--- config.mk ---
export PLATFORM = sky130hd
export DESIGN_NAME = led_bar_decoder_flat
export DESIGN_NICKNAME = d
export VERILOG_FILES = /design/src/rtl/led_bar_pkg.sv /design/src/rtl/led_bar_decoder_if.sv /design/src/rtl/led_bar_tick_gen.sv /design/src/rtl/led_bar_decoder.sv /design/src/flat_wrapper.sv
export SDC_FILE = /design/constraint.sdc
export NUM_CORES = 1
export LEC_CHECK = 0
export ABC_AREA = 1
export CAP_MARGIN = 25
export CORE_ASPECT_RATIO = 1.1
export CORE_UTILIZATION = 53
export DETAILED_ROUTE_END_ITERATION = 8
export HOLD_SLACK_MARGIN = 0.06
export PLACE_DENSITY = 0.72
export SETUP_SLACK_MARGIN = 0.05
export SYNTH_ARGS = -nofsm -noshare
export SYNTH_HDL_FRONTEND = slang
export SYNTH_SLANG_ARGS = --single-unit
export TNS_END_PERCENT = 30
--- constraint.sdc ---
create_clock -name clk -period 5.2 [get_ports clk]
set_clock_uncertainty 0.1 [all_clocks]
set_input_delay 0.52 -clock clk [delete_from_list [all_inputs] [get_ports clk]]
set_output_delay 0.52 -clock clk [all_outputs]
set_load 0.02 [all_outputs]
--- src/rtl/led_bar_pkg.sv ---
// Shared constants and FSM encoding for the LED bar readback path.
package led_bar_pkg;

  localparam int unsigned BAR_W   = 16;
  localparam int unsigned LVL_W   = 5;
  localparam int unsigned LVL_MAX = 16;

  typedef enum logic [1:0] {
    StIdle   = 2'd0,
    StTrack  = 2'd1,
    StCommit = 2'd2
  } state_e;

endpackage

--- src/rtl/led_bar_decoder_if.sv ---
// Bundle between board-side bar inputs and the decoder: sample control, raw bar, decoded level.
interface led_bar_decoder_if;
  import led_bar_pkg::*;

  logic             en;
  logic [BAR_W-1:0] therm_in;
  logic [LVL_W-1:0] count_out;
  logic             up_down;
  logic             changed;
  logic             err;
  logic             at_max;
  logic             at_min;

  modport master (
    output en,
    output therm_in,
    input  count_out,
    input  up_down,
    input  changed,
    input  err,
    input  at_max,
    input  at_min
  );

  modport slave (
    input  en,
    input  therm_in,
    output count_out,
    output up_down,
    output changed,
    output err,
    output at_max,
    output at_min
  );

endinterface

--- src/rtl/led_bar_tick_gen.sv ---
// Sample-rate divider: one-clk tick every DIV_CNT enabled clocks; frozen while en is low.
module led_bar_tick_gen #(
  parameter int unsigned DIV_CNT = 50000
) (
  input  logic clk,
  input  logic rst,
  input  logic en,
  output logic tick
);

  localparam int unsigned CW = (DIV_CNT > 2) ? $clog2(DIV_CNT) : 1;
  localparam logic [CW-1:0] Last = CW'(DIV_CNT - 1);

  logic [CW-1:0] cnt_q;

  always_ff @(posedge clk or posedge rst) begin
    if (rst) begin
      cnt_q <= '0;
    end else if (en) begin
      cnt_q <= (cnt_q == Last) ? '0 : cnt_q + 1'b1;
    end
  end

  assign tick = en && (cnt_q == Last);

endmodule

--- src/rtl/led_bar_decoder.sv ---
// Debounces a 16-bit thermometer bar and commits a 0..16 level with direction and error flags.
// Optional macro BUBBLE_CORRECT_EN: invalid codes are committed as their popcount (err still set).
module led_bar_decoder
  import led_bar_pkg::*;
#(
  parameter int unsigned DIV_CNT      = 50000,
  parameter int unsigned STABLE_TICKS = 3
) (
  input logic               clk,
  input logic               rst,
  led_bar_decoder_if.slave  bar
);

  localparam int unsigned SW = $clog2(STABLE_TICKS + 1);
  localparam logic [SW-1:0] StabMax = SW'(STABLE_TICKS);

  // Thermometer code is all ones below some bit: v & (v+1) clears to zero.
  function automatic logic therm_valid(input logic [BAR_W-1:0] v);
    logic [BAR_W-1:0] inc;
    inc = v + 1'b1;
    return (v & inc) == '0;
  endfunction

  function automatic logic [LVL_W-1:0] popcount(input logic [BAR_W-1:0] v);
    logic [LVL_W-1:0] s;
    s = '0;
    for (int i = 0; i < BAR_W; i++) begin
      s = s + LVL_W'(v[i]);
    end
    return s;
  endfunction

  state_e           state_q;
  logic [BAR_W-1:0] sync1_q, sync_q, cand_q;
  logic [SW-1:0]    stab_q, stab_nxt;
  logic             done_q;
  logic             new_cand, commit_go, tick;
  logic [LVL_W-1:0] count_q, lvl;
  logic             up_q, changed_q, err_q, valid, apply;

  led_bar_tick_gen #(
    .DIV_CNT(DIV_CNT)
  ) u_tick (
    .clk  (clk),
    .rst  (rst),
    .en   (bar.en),
    .tick (tick)
  );

  always_ff @(posedge clk or posedge rst) begin
    if (rst) begin
      sync1_q <= '0;
      sync_q  <= '0;
    end else begin
      sync1_q <= bar.therm_in;
      sync_q  <= sync1_q;
    end
  end

  always_comb begin
    new_cand = (sync_q != cand_q);
    stab_nxt = stab_q;
    if (new_cand) begin
      stab_nxt = SW'(1);
    end else if (stab_q < StabMax) begin
      stab_nxt = stab_q + 1'b1;
    end
    // done_q blocks a second commit of the same candidate once saturated.
    commit_go = tick && (stab_nxt == StabMax) && (new_cand || !done_q);
  end

  always_comb begin
    lvl   = popcount(cand_q);
    valid = therm_valid(cand_q);
`ifdef BUBBLE_CORRECT_EN
    apply = 1'b1;
`else
    apply = valid;
`endif
  end

  always_ff @(posedge clk or posedge rst) begin
    if (rst) begin
      state_q   <= StIdle;
      cand_q    <= '0;
      stab_q    <= '0;
      done_q    <= 1'b0;
      count_q   <= '0;
      up_q      <= 1'b1;
      changed_q <= 1'b0;
      err_q     <= 1'b0;
    end else begin
      changed_q <= 1'b0;
      unique case (state_q)
        StIdle: begin
          if (bar.en) state_q <= StTrack;
        end
        StTrack: begin
          if (tick) begin
            cand_q <= sync_q;
            stab_q <= stab_nxt;
            if (new_cand) done_q <= 1'b0;
            if (commit_go) state_q <= StCommit;
          end
        end
        StCommit: begin
          done_q  <= 1'b1;
          err_q   <= !valid;
          state_q <= StTrack;
          if (apply && (lvl != count_q)) begin
            count_q   <= lvl;
            up_q      <= (lvl > count_q);
            changed_q <= 1'b1;
          end
        end
        default: state_q <= StIdle;
      endcase
    end
  end

  assign bar.count_out = count_q;
  assign bar.up_down   = up_q;
  assign bar.changed   = changed_q;
  assign bar.err       = err_q;
  assign bar.at_max    = (count_q == LVL_W'(LVL_MAX));
  assign bar.at_min    = (count_q == '0);

endmodule

--- src/flat_wrapper.sv ---
// flat-port wrapper written by rule: the top's interface ports become plain ports
module led_bar_decoder_flat import led_bar_pkg::*;
#(
  parameter int unsigned DIV_CNT      = 50000,
  parameter int unsigned STABLE_TICKS = 3
)
  (clk, rst, bar_en, bar_therm_in, bar_count_out, bar_up_down, bar_changed, bar_err, bar_at_max, bar_at_min);
  led_bar_decoder_if bar_i ();
  input logic clk;
  input logic rst;
  input wire logic [$bits(bar_i.en)-1:0] bar_en;
  input wire logic [$bits(bar_i.therm_in)-1:0] bar_therm_in;
  output wire logic [$bits(bar_i.count_out)-1:0] bar_count_out;
  output wire logic [$bits(bar_i.up_down)-1:0] bar_up_down;
  output wire logic [$bits(bar_i.changed)-1:0] bar_changed;
  output wire logic [$bits(bar_i.err)-1:0] bar_err;
  output wire logic [$bits(bar_i.at_max)-1:0] bar_at_max;
  output wire logic [$bits(bar_i.at_min)-1:0] bar_at_min;
  assign bar_i.en = bar_en;
  assign bar_i.therm_in = bar_therm_in;
  assign bar_count_out = bar_i.count_out;
  assign bar_up_down = bar_i.up_down;
  assign bar_changed = bar_i.changed;
  assign bar_err = bar_i.err;
  assign bar_at_max = bar_i.at_max;
  assign bar_at_min = bar_i.at_min;
  led_bar_decoder #(.DIV_CNT(DIV_CNT), .STABLE_TICKS(STABLE_TICKS)) u_core (.clk(clk), .rst(rst), .bar(bar_i));
endmodule
=== Yosys cells after proc, flatten, opt, wreduce, memory -nomap -nowiden ===
Index checks and enable logic that the tools add are counted.

* $add $sub $neg: 18
* Bitwise logic cells: 1
* Order comparisons: 2
* Reductions and logical operators: 15
* Equality and inequality tests: 11
* Multiplexer cells: 12

{| class="wikitable"
|+ Operator list
! operator !! count
|-
| 5-bit by 1-bit adder with 5-bit output || 14
|-
| 16-bit by 1-bit adder with 16-bit output (second input constant) || 2
|-
| 16-bit AND || 1
|-
| 16-bit equality test (second input constant) || 1
|-
| 16-bit zero test || 1
|-
| 16-bit two-way mux || 1
|-
| 16-bit inequality test || 1
|-
| 2-bit two-way mux || 5
|-
| 2-bit by 1-bit inequality test with 1-bit output (second input constant) || 3
|-
| 2-bit one-hot mux with 3 select lines || 1
|-
| 3-bit AND reduction || 2
|-
| 5-bit equality test (second input constant) || 1
|-
| 5-bit greater-than comparator || 1
|-
| 5-bit zero test || 1
|-
| 5-bit inequality test || 1
|-
| 2-bit equality test (second input constant) || 2
|-
| 1-bit logical AND || 4
|-
| 1-bit two-way mux || 4
|-
| 2-bit AND reduction || 2
|-
| 1-bit by 1-bit adder with 2-bit output || 1
|-
| 2-bit by 1-bit adder with 2-bit output (second input constant) || 1
|-
| 2-bit by 1-bit equality test with 1-bit output (second input constant) || 1
|-
| 1-bit zero test || 2
|-
| 2-bit zero test || 1
|-
| other kinds (5) || 5
|}

* Word-level logic and storage cells: 70
* Register bits after elaboration: 77
* Output and inout port bits: 10
* Bits of input ports: 19

=== Logic depth before layout (Yosys ltp) ===
Gate-level depths: netlist (run 1).

* Depth after elaboration: 19
* Depth in mapped cells: 20
* Gate-level depth less buffers: 20

=== By module ===
Synthesis (run 1) repeated with hierarchy kept, for this count alone.

* Cells, all modules: 449
* Area, all modules: 3988.8 µm²

{| class="wikitable"
|+ By module, submodules not included
! module !! seq. area each (µm²) !! cells each !! area each (µm²) !! instances
|-
| led_bar_decoder || 1527.7 || 315 || 2995.4 || 1
|-
| led_bar_tick_gen || 400.4 || 134 || 993.5 || 1
|}

=== Worst setup path after synthesis (run 1) ===
Ideal clock, no wire load.

* Kind: reg-to-reg
* From: reg u_core.cand_q[0]
* To: reg u_core.count_q[0] (netlist: u_core.bar.count_out[0])
* Clock period less this slack: 5005 ps
* Setup time: 117 ps
* Path buffers: 0
* Required time: 4983 ps
* Arrival: 4788 ps
* Cell stages (with the launch flop): 19
* Path slack: 195 ps
* Path through: dfrtp_1 > inv_1 > ha_1 > fa_1 > inv_1 > fa_1 > fa_1 > inv_1 > fa_1 > fa_1 > fa_1 > o21ai_0 > ha_1 > nand2_1 > nor3b_1 > nor2_1 > nand4_2 > nand2_1 > nand2_1

* Longest elaborated chain between the ends: 18
* Elaborated cells between the ends (all ways): 21
* Classes of those cells: 16 x add/sub; 1 x eq/ne; 1 x bitwise; 3 x reduce/logical

{| class="wikitable"
|+ Ends and longest elaborated chain
! element !! line !! RTL
|-
| from (decl) || led_bar_decoder.sv:34 || <nowiki>logic [BAR_W-1:0] sync1_q, sync_q, cand_q;</nowiki>
|-
| from (signal assigned) || led_bar_decoder.sv:100 || <nowiki>cand_q <= sync_q;</nowiki>
|-
| 1-bit by 1-bit adder with 2-bit output || led_bar_decoder.sv:28 || <nowiki>s = s + LVL_W'(v[i]);</nowiki>
|-
| 5-bit by 1-bit adder with 5-bit output (14 in a row) || led_bar_decoder.sv:28 ||
|-
| named net u_core.lvl[4] || led_bar_decoder.sv:38 || <nowiki>logic [LVL_W-1:0] count_q, lvl;</nowiki>
|-
| 5-bit inequality test || led_bar_decoder.sv:110 || <nowiki>if (apply && (lvl != count_q)) begin</nowiki>
|-
| 1-bit logical AND || led_bar_decoder.sv:110 ||
|-
| 2-bit AND reduction (no line) || -- ||
|-
| to (signal assigned) || led_bar_decoder.sv:111 || <nowiki>count_q <= lvl;</nowiki>
|-
| to (decl) || led_bar_decoder.sv:38 ||
|}

The timed path passes the listed nets, and every way through them passes these cells.
A chain may end at the register's enable or synchronous reset.

=== Worst setup path after layout (run 1) ===
* From: reg u_core.cand_q[0]
* To: reg u_core.count_q[3] (netlist: u_core.bar.count_out[3])

Same word-level chain as after synthesis.

==> results.cfg, run 1 <==
[cts]
cts_num_sinks = 77
clk_pin_slew_worst_paths_ns = 0.10
clk_latency_ns = 0.36
cts_tree = done
clockBufferDepth = 2
htreeDepth = 3
cts-root-buf = clkbuf_8
numCtsBuffers = 9

[floorplanning]
core.rowCount = 33
initial_core_util = 0.547
core_area_sq_mm = 0.00743
io_pins = 29
die-area_sq_mm = 0.00803
die_y_microns = 93.9
die_w_microns = 85.5

[global_routing]
overflow = 0
grt_antenna_before_repair = 0
grt_pass1_wl_mm = 12.8
grt_pass1_vias = 2916
grt_max_degree = 50
grtUsageTotal = 0.209

[synthesis]
synth_top_area_cell = dfrtp_1
mappedNetlistArea_sq_mm = 0.00407
synth_area_leaders = dfrtp_1 47%, nand2_1 11%, inv_1 6.5%, fa_1 4.9%, ha_1 4.9%
yosysWarnings = 0
synth_seq_cells = 77
netlist.area_leader.share = 0.467
synth.avg_cell_area_sq_um = 8.79
yosysSeqAreaShare = 0.474
synth_cell_types = 37
syn-num-nets = 508
syn_inst = 463

[final_layout]
n_antenna_cell = 0
final_core_util = 0.631
syn_to_final_growth_pct = 15.3
nNetsFinal = 549
finalInstanceArea_sq_mm = 0.00469
drive_above_1_share = 0.112
instances_no_fill = 596
fillers = 624

[timing]
tightest_slew_ns = 0.434
setup-tns-final_ns = 0
fin_ws_ns = 0.370
slew_headroom = 0.710
slew_violations = 0
worst_hold_slack_ns = 0.243
fin_crit_sh = 0.929
finalCriticalPeriod_ns = 4.83
final_hold_viol_count = 0
rsz0062_at_grt = false
fmax_mhz = 207
setup_viol = 0

[route]
vias = 3040
routed_wl_mm = 7.57
drtPass1Iterations = 4
wl_met1_mm = 3.56
drtIter0Drc = 156
wl_per_cell_microns = 12.7
wl_met3_microns = 296
wl_met2_mm = 3.53
routed_via_density = 5.10
drcViolationCount = 0
routed.top_layer = met4
ant_nets = 0

[job]
cap_violations = 0

[critical_path]
start_kind = register
worstPathCellList = inv_1 -> ha_1 -> fa_1 -> inv_1 -> fa_1 -> fa_1 -> inv_1 -> fa_1 -> fa_2 -> fa_2 -> o21ai_2 -> ha_1 -> nand2_1 -> nor3b_1 -> nor2_1 -> nand4_2 -> nand2_1 -> nand2_1
worstPathRequired_ns = 5.36
max_stage_delay_ns = 0.51
worst_setup_path_end_kind = register
worstPathArrival_ns = 4.99
critPathKind = reg -> reg
crit_path_frequent_cell = fa_1
cp.buffers_inverters = 3
slowest_stage = fa_1
path_max_fanout = 7
path_delay_family = adder cells

[place]
post_dp_cell_area_sq_mm = 0.00446
port_buffers = 28
dp_hpwl_mm = 5.71
dp.cells = 578
gp_congestion = 0.912
dpl_worst_slack_ns = 0.133

[pwr]
ir_worst_vdd_mv = 0.171
leakage_nw = 2.34
p_total_mw = 1.37
power_density_mw_per_mm2 = 291

[outcome]
outcome = complete, no violations

[hold_path]
hold_class = in -> async
[synthesized netlist by cell type, drive strengths merged]
cell type	count
nand3b	2
nor2	58
a21oi	12
nor3	3
nand3	27
nor3b	1
ha	16
nand4	12
or2	2
xnor2	1
dfstp	1
o21a	1
o21bai	1
a22oi	1
o31ai	1
mux2	5
dfrtp	76
fa	10
buf	4
xor2	17
inv	72
a21boi	1
nand2	122
o21ai	16
nor4	1
[repair_timing]
item,in CTS,in global routing
buffers inserted,0,1
hold buffers,0,0
setup endpoints to repair,0,7
gates resized for setup,0,5
[final cells by class]
type,instances,area (sq um),area share
Sequential cell,77,1930,0.411
Multi-Input combinational cell,310,1860,0.396
Timing Repair Buffer,34,338,0.0720
Inverter,72,270,0.0576
Clock buffer,9,124,0.0264
Tap cell,87,109,0.0232
Clock inverter,7,63.8,0.0136
[cell families (layout without fill, tap and decap cells)]
group                    Yosys count  in the layout  share of synthesized area
AO/OA/AOI/OAI                     33             33                     0.0492
multiplexers                       5              5                     0.0184
adder cells (fa/ha/maj)           26             26                     0.0984
AND/OR/NAND/NOR                  228            228                      0.248
XOR/XNOR                          18             18                     0.0387
buffers and inverters             76            122                     0.0735
flip-flops                        77             77                      0.474
[sequential cells by signal (all words and copies together) (netlist names)]
name,cells
u_core.bar.changed,1
u_core.bar.count_out,5
u_core.bar.err,1
u_core.bar.up_down,1
u_core.cand_q,16
u_core.done_q,1
u_core.stab_q,2
u_core.state_q,2
u_core.sync1_q,16
u_core.sync_q,16
u_core.u_tick.cnt_q,16
[metal layers]
metal | vias to the layer above | global-route usage
met5 | - | 0
met1 | 1421 | 0.271
li1 | 1531 | -
met3 | 16 | 0.0527
met2 | 72 | 0.330
met4 | 0 | 0.0986
[path summary, 6_finish.rpt]
| kind | to | slack (ns) | cells after the start | startpoint |
|---|---|---|---|---|
| worst max-delay path | u_core.bar.count_out[3] | 0.37 | 18 | u_core.cand_q[0] |
| worst min-delay path | u_core.sync_q[15] | 0.24 | 2 | rst |
| worst max register to register | u_core.bar.count_out[3] | 0.37 | 18 | u_core.cand_q[0] |
| worst min register to register | u_core.sync_q[11] | 0.25 | 0 | u_core.sync1_q[11] |
| max in group asynchronous | u_core.bar.count_out[1] | 4.19 | 3 | rst |
| min in group clk | u_core.sync_q[11] | 0.25 | 0 | u_core.sync1_q[11] |
[worst register-to-register path: cells and delay by family, from the launching register on]
kind,cells,cell delay [ns]
adder cells (fa/ha/maj),8,3.23
AND/OR/NAND/NOR,6,0.69
flip-flops,1,0.35
AO/OA/AOI/OAI,1,0.19
buffers and inverters,3,0.16
[power breakdown]
part / switching, mW / internal, mW
Sequential: 0.0542 / 0.657
Clock: 0.255 / 0.185
Combinational: 0.125 / 0.0908
[placed cells by master, fill, tap and decap left out, types with 2 or more instances in the layout]
master             n
buf_4              5
inv_1             69
fa_2               2
dfrtp_1           76
o21ai_2            7
inv_8              2
fa_1               8
xor2_1            17
or2_2              2
nor2_2             6
nand3_1           26
clkbuf_8           9
o21ai_0            6
clkinvlp_4         2
inv_2              3
o21ai_1            3
nand3b_1           2
a21oi_1           12
nand2_2            2
nor2_1            51
ha_1              16
inv_6              3
nand2_1          119
nor3_1             2
clkdlybuf4s50_1   28
nand4_1           11
mux2_4             5
No activity file was read; power rests on OpenSTA's default activity.
==> run 2, diff against run 1 <==
--- a/config.mk
+++ b/config.mk
@@ -11,6 +11,7 @@
 export CORE_UTILIZATION = 53
 export DETAILED_ROUTE_END_ITERATION = 8
 export HOLD_SLACK_MARGIN = 0.06
+export MAX_ROUTING_LAYER = met4
 export PLACE_DENSITY = 0.72
 export SETUP_SLACK_MARGIN = 0.05
 export SYNTH_ARGS = -nofsm -noshare
==> run 2 against run 1 <==
The run now ends with design-rule violations left. Flip-flop and latch count unchanged. Via count decreased by 1.1%. Cell count decreased by 0.34%. Non-clock buffer count decreased by 2. Clock power increased by 8.2%.
==> results.cfg, run 2 (synthesis gave the netlist of run 1 again) <==
[outcome]
outcome = finished, violations left
failed_checks = design-rule violations

[cts]
cts_num_sinks = 77
clk_latency_ns = 0.35
cts-root-buf = clkbuf_8
hold_buffers = 0
cts_tree = done
htreeDepth = 3
clk_pin_slew_worst_paths_ns = 0.09
numCtsBuffers = 9
postCtsSetupRepairBufs = 0
clockBufferDepth = 2

[timing]
slew_violations = 0
finalCriticalPeriod_ns = 4.92
rsz0062_at_grt = false
tightest_slew_ns = 0.720
fmax_mhz = 203
fin_crit_sh = 0.945
slew_headroom = 0.520
final_hold_viol_count = 0
setup_viol = 0
worst_hold_slack_ns = 0.252
setup-tns-final_ns = 0

[floorplanning]
io_pins = 29
die_y_microns = 93.9
die_w_microns = 85.5
core.rowCount = 33
core_area_sq_mm = 0.00743
initial_core_util = 0.547
die-area_sq_mm = 0.00803

[pwr]
power_density_mw_per_mm2 = 300
leakage_nw = 2.32
p_total_mw = 1.40
ir_worst_vdd_mv = 0.164

[route]
routed_wl_mm = 7.61
vias = 3008
wl_met2_mm = 3.56
drtIter0Drc = 175
ant_nets = 0
drtPass1Iterations = 7
wl_met3_microns = 292
routed.top_layer = met4
drcViolationCount = 2
routed_via_density = 5.06
wl_met1_mm = 3.56
wl_per_cell_microns = 12.8

[critical_path]
critPathKind = reg -> reg
start_kind = register
reg2regPathDepth = 18
worst_setup_path_end_kind = register
path_max_fanout = 7
worstPathArrival_ns = 5.06
worstPathRequired_ns = 5.35

[final_layout]
n_antenna_cell = 0
instances_no_fill = 594
fillers = 609
layout_common_cells = 119 x nand2_1, 76 x dfrtp_1, 69 x inv_1
drive_above_1_share = 0.105
syn_to_final_growth_pct = 14.8
finalInstanceArea_sq_mm = 0.00467
nNetsFinal = 547
final_common_cell = nand2_1

[hold_path]
worstHoldPathCells = 0
hold_class = reg -> reg

[place]
gp_congestion = 0.931
post_dp_cell_area_sq_mm = 0.00446
dp_hpwl_mm = 5.68
dp.cells = 578
port_buffers = 28

[job]
cap_violations = 0

[global_routing]
grt_max_degree = 44
grt_antenna_before_repair = 0
overflow = 0
grt_pass1_wl_mm = 13.4
grt_pass1_vias = 3041
grtUsageTotal = 0.222
==> run 2: changes by cell type in the layout (fill, tap and decap cells not counted), sizes merged <==
cell,delta
inv,-2
buf,-2
bufinv,+1
clkinvlp,+1
==> run 2: cell type report <==
| type | count | area [sq um] | share of cell area |
|---|---|---|---|
| well taps | 87 | 109 | 0.0233 |
| inverters | 72 | 270 | 0.0579 |
| clock buffers | 9 | 124 | 0.0265 |
| flip-flops and latches | 77 | 1930 | 0.413 |
| multi-input cells | 310 | 1850 | 0.396 |
| repair buffers | 32 | 310 | 0.0664 |
| clock inverters | 7 | 81.3 | 0.0174 |
==> run 2: routing by layer <==
layer / vias to the layer above / track usage
met5: - / -
met4: 0 / 0.101
met1: 1408 / 0.286
met3: 13 / 0.0325
met2: 65 / 0.351
li1: 1522 / -
==> run 2: worst paths after layout <==
path / startpoint / to / slack [ns]
worst max-delay path: u_core.cand_q[0] / u_core.bar.count_out[3] / 0.28
worst min-delay path: u_core.sync1_q[2] / u_core.sync_q[2] / 0.25
worst max register to register: u_core.cand_q[0] / u_core.bar.count_out[3] / 0.28
worst min register to register: u_core.sync1_q[2] / u_core.sync_q[2] / 0.25
max in group asynchronous: rst / u_core.bar.up_down / 3.49
min in group asynchronous: rst / u_core.cand_q[8] / 0.50
==> run 2: critical path: stages (launching register included) <==
cell and delay [ns]:
dfrtp_1 0.36, inv_1 0.06, ha_1 0.30, fa_1 0.49
inv_1 0.05, fa_1 0.47, fa_1 0.52, inv_1 0.05
fa_1 0.45, fa_1 0.42, fa_2 0.38, o21ai_2 0.20
ha_1 0.27, nand2_1 0.11, nor3b_1 0.06, nor2_1 0.15
nand4_2 0.20, nand2_1 0.11, nand2_1 0.06
==> run 2: metrics by stage <==
step,worst slack (ns),util
floorplan,0.195,-
global placement,0.250,0.600
detailed placement,0.0580,0.600
CTS,0.131,0.628
global route,0.0618,0.628
finish,0.284,0.628
==> run 2: power breakdown <==
part	switching, mW	total [mW]	internal (mW)
clock	0.246	0.475	0.228
sequential	0.0543	0.712	0.657
combinational	0.124	0.214	0.0894
==> run 2: timing repair <==
| action | in CTS | in global routing |
|---|---|---|
| gates resized for setup | 1 | 2 |
| hold endpoints to repair | 0 | 0 |
| pin swaps | 0 | 1 |
| endpoints found under the setup margin | 5 | 6 |
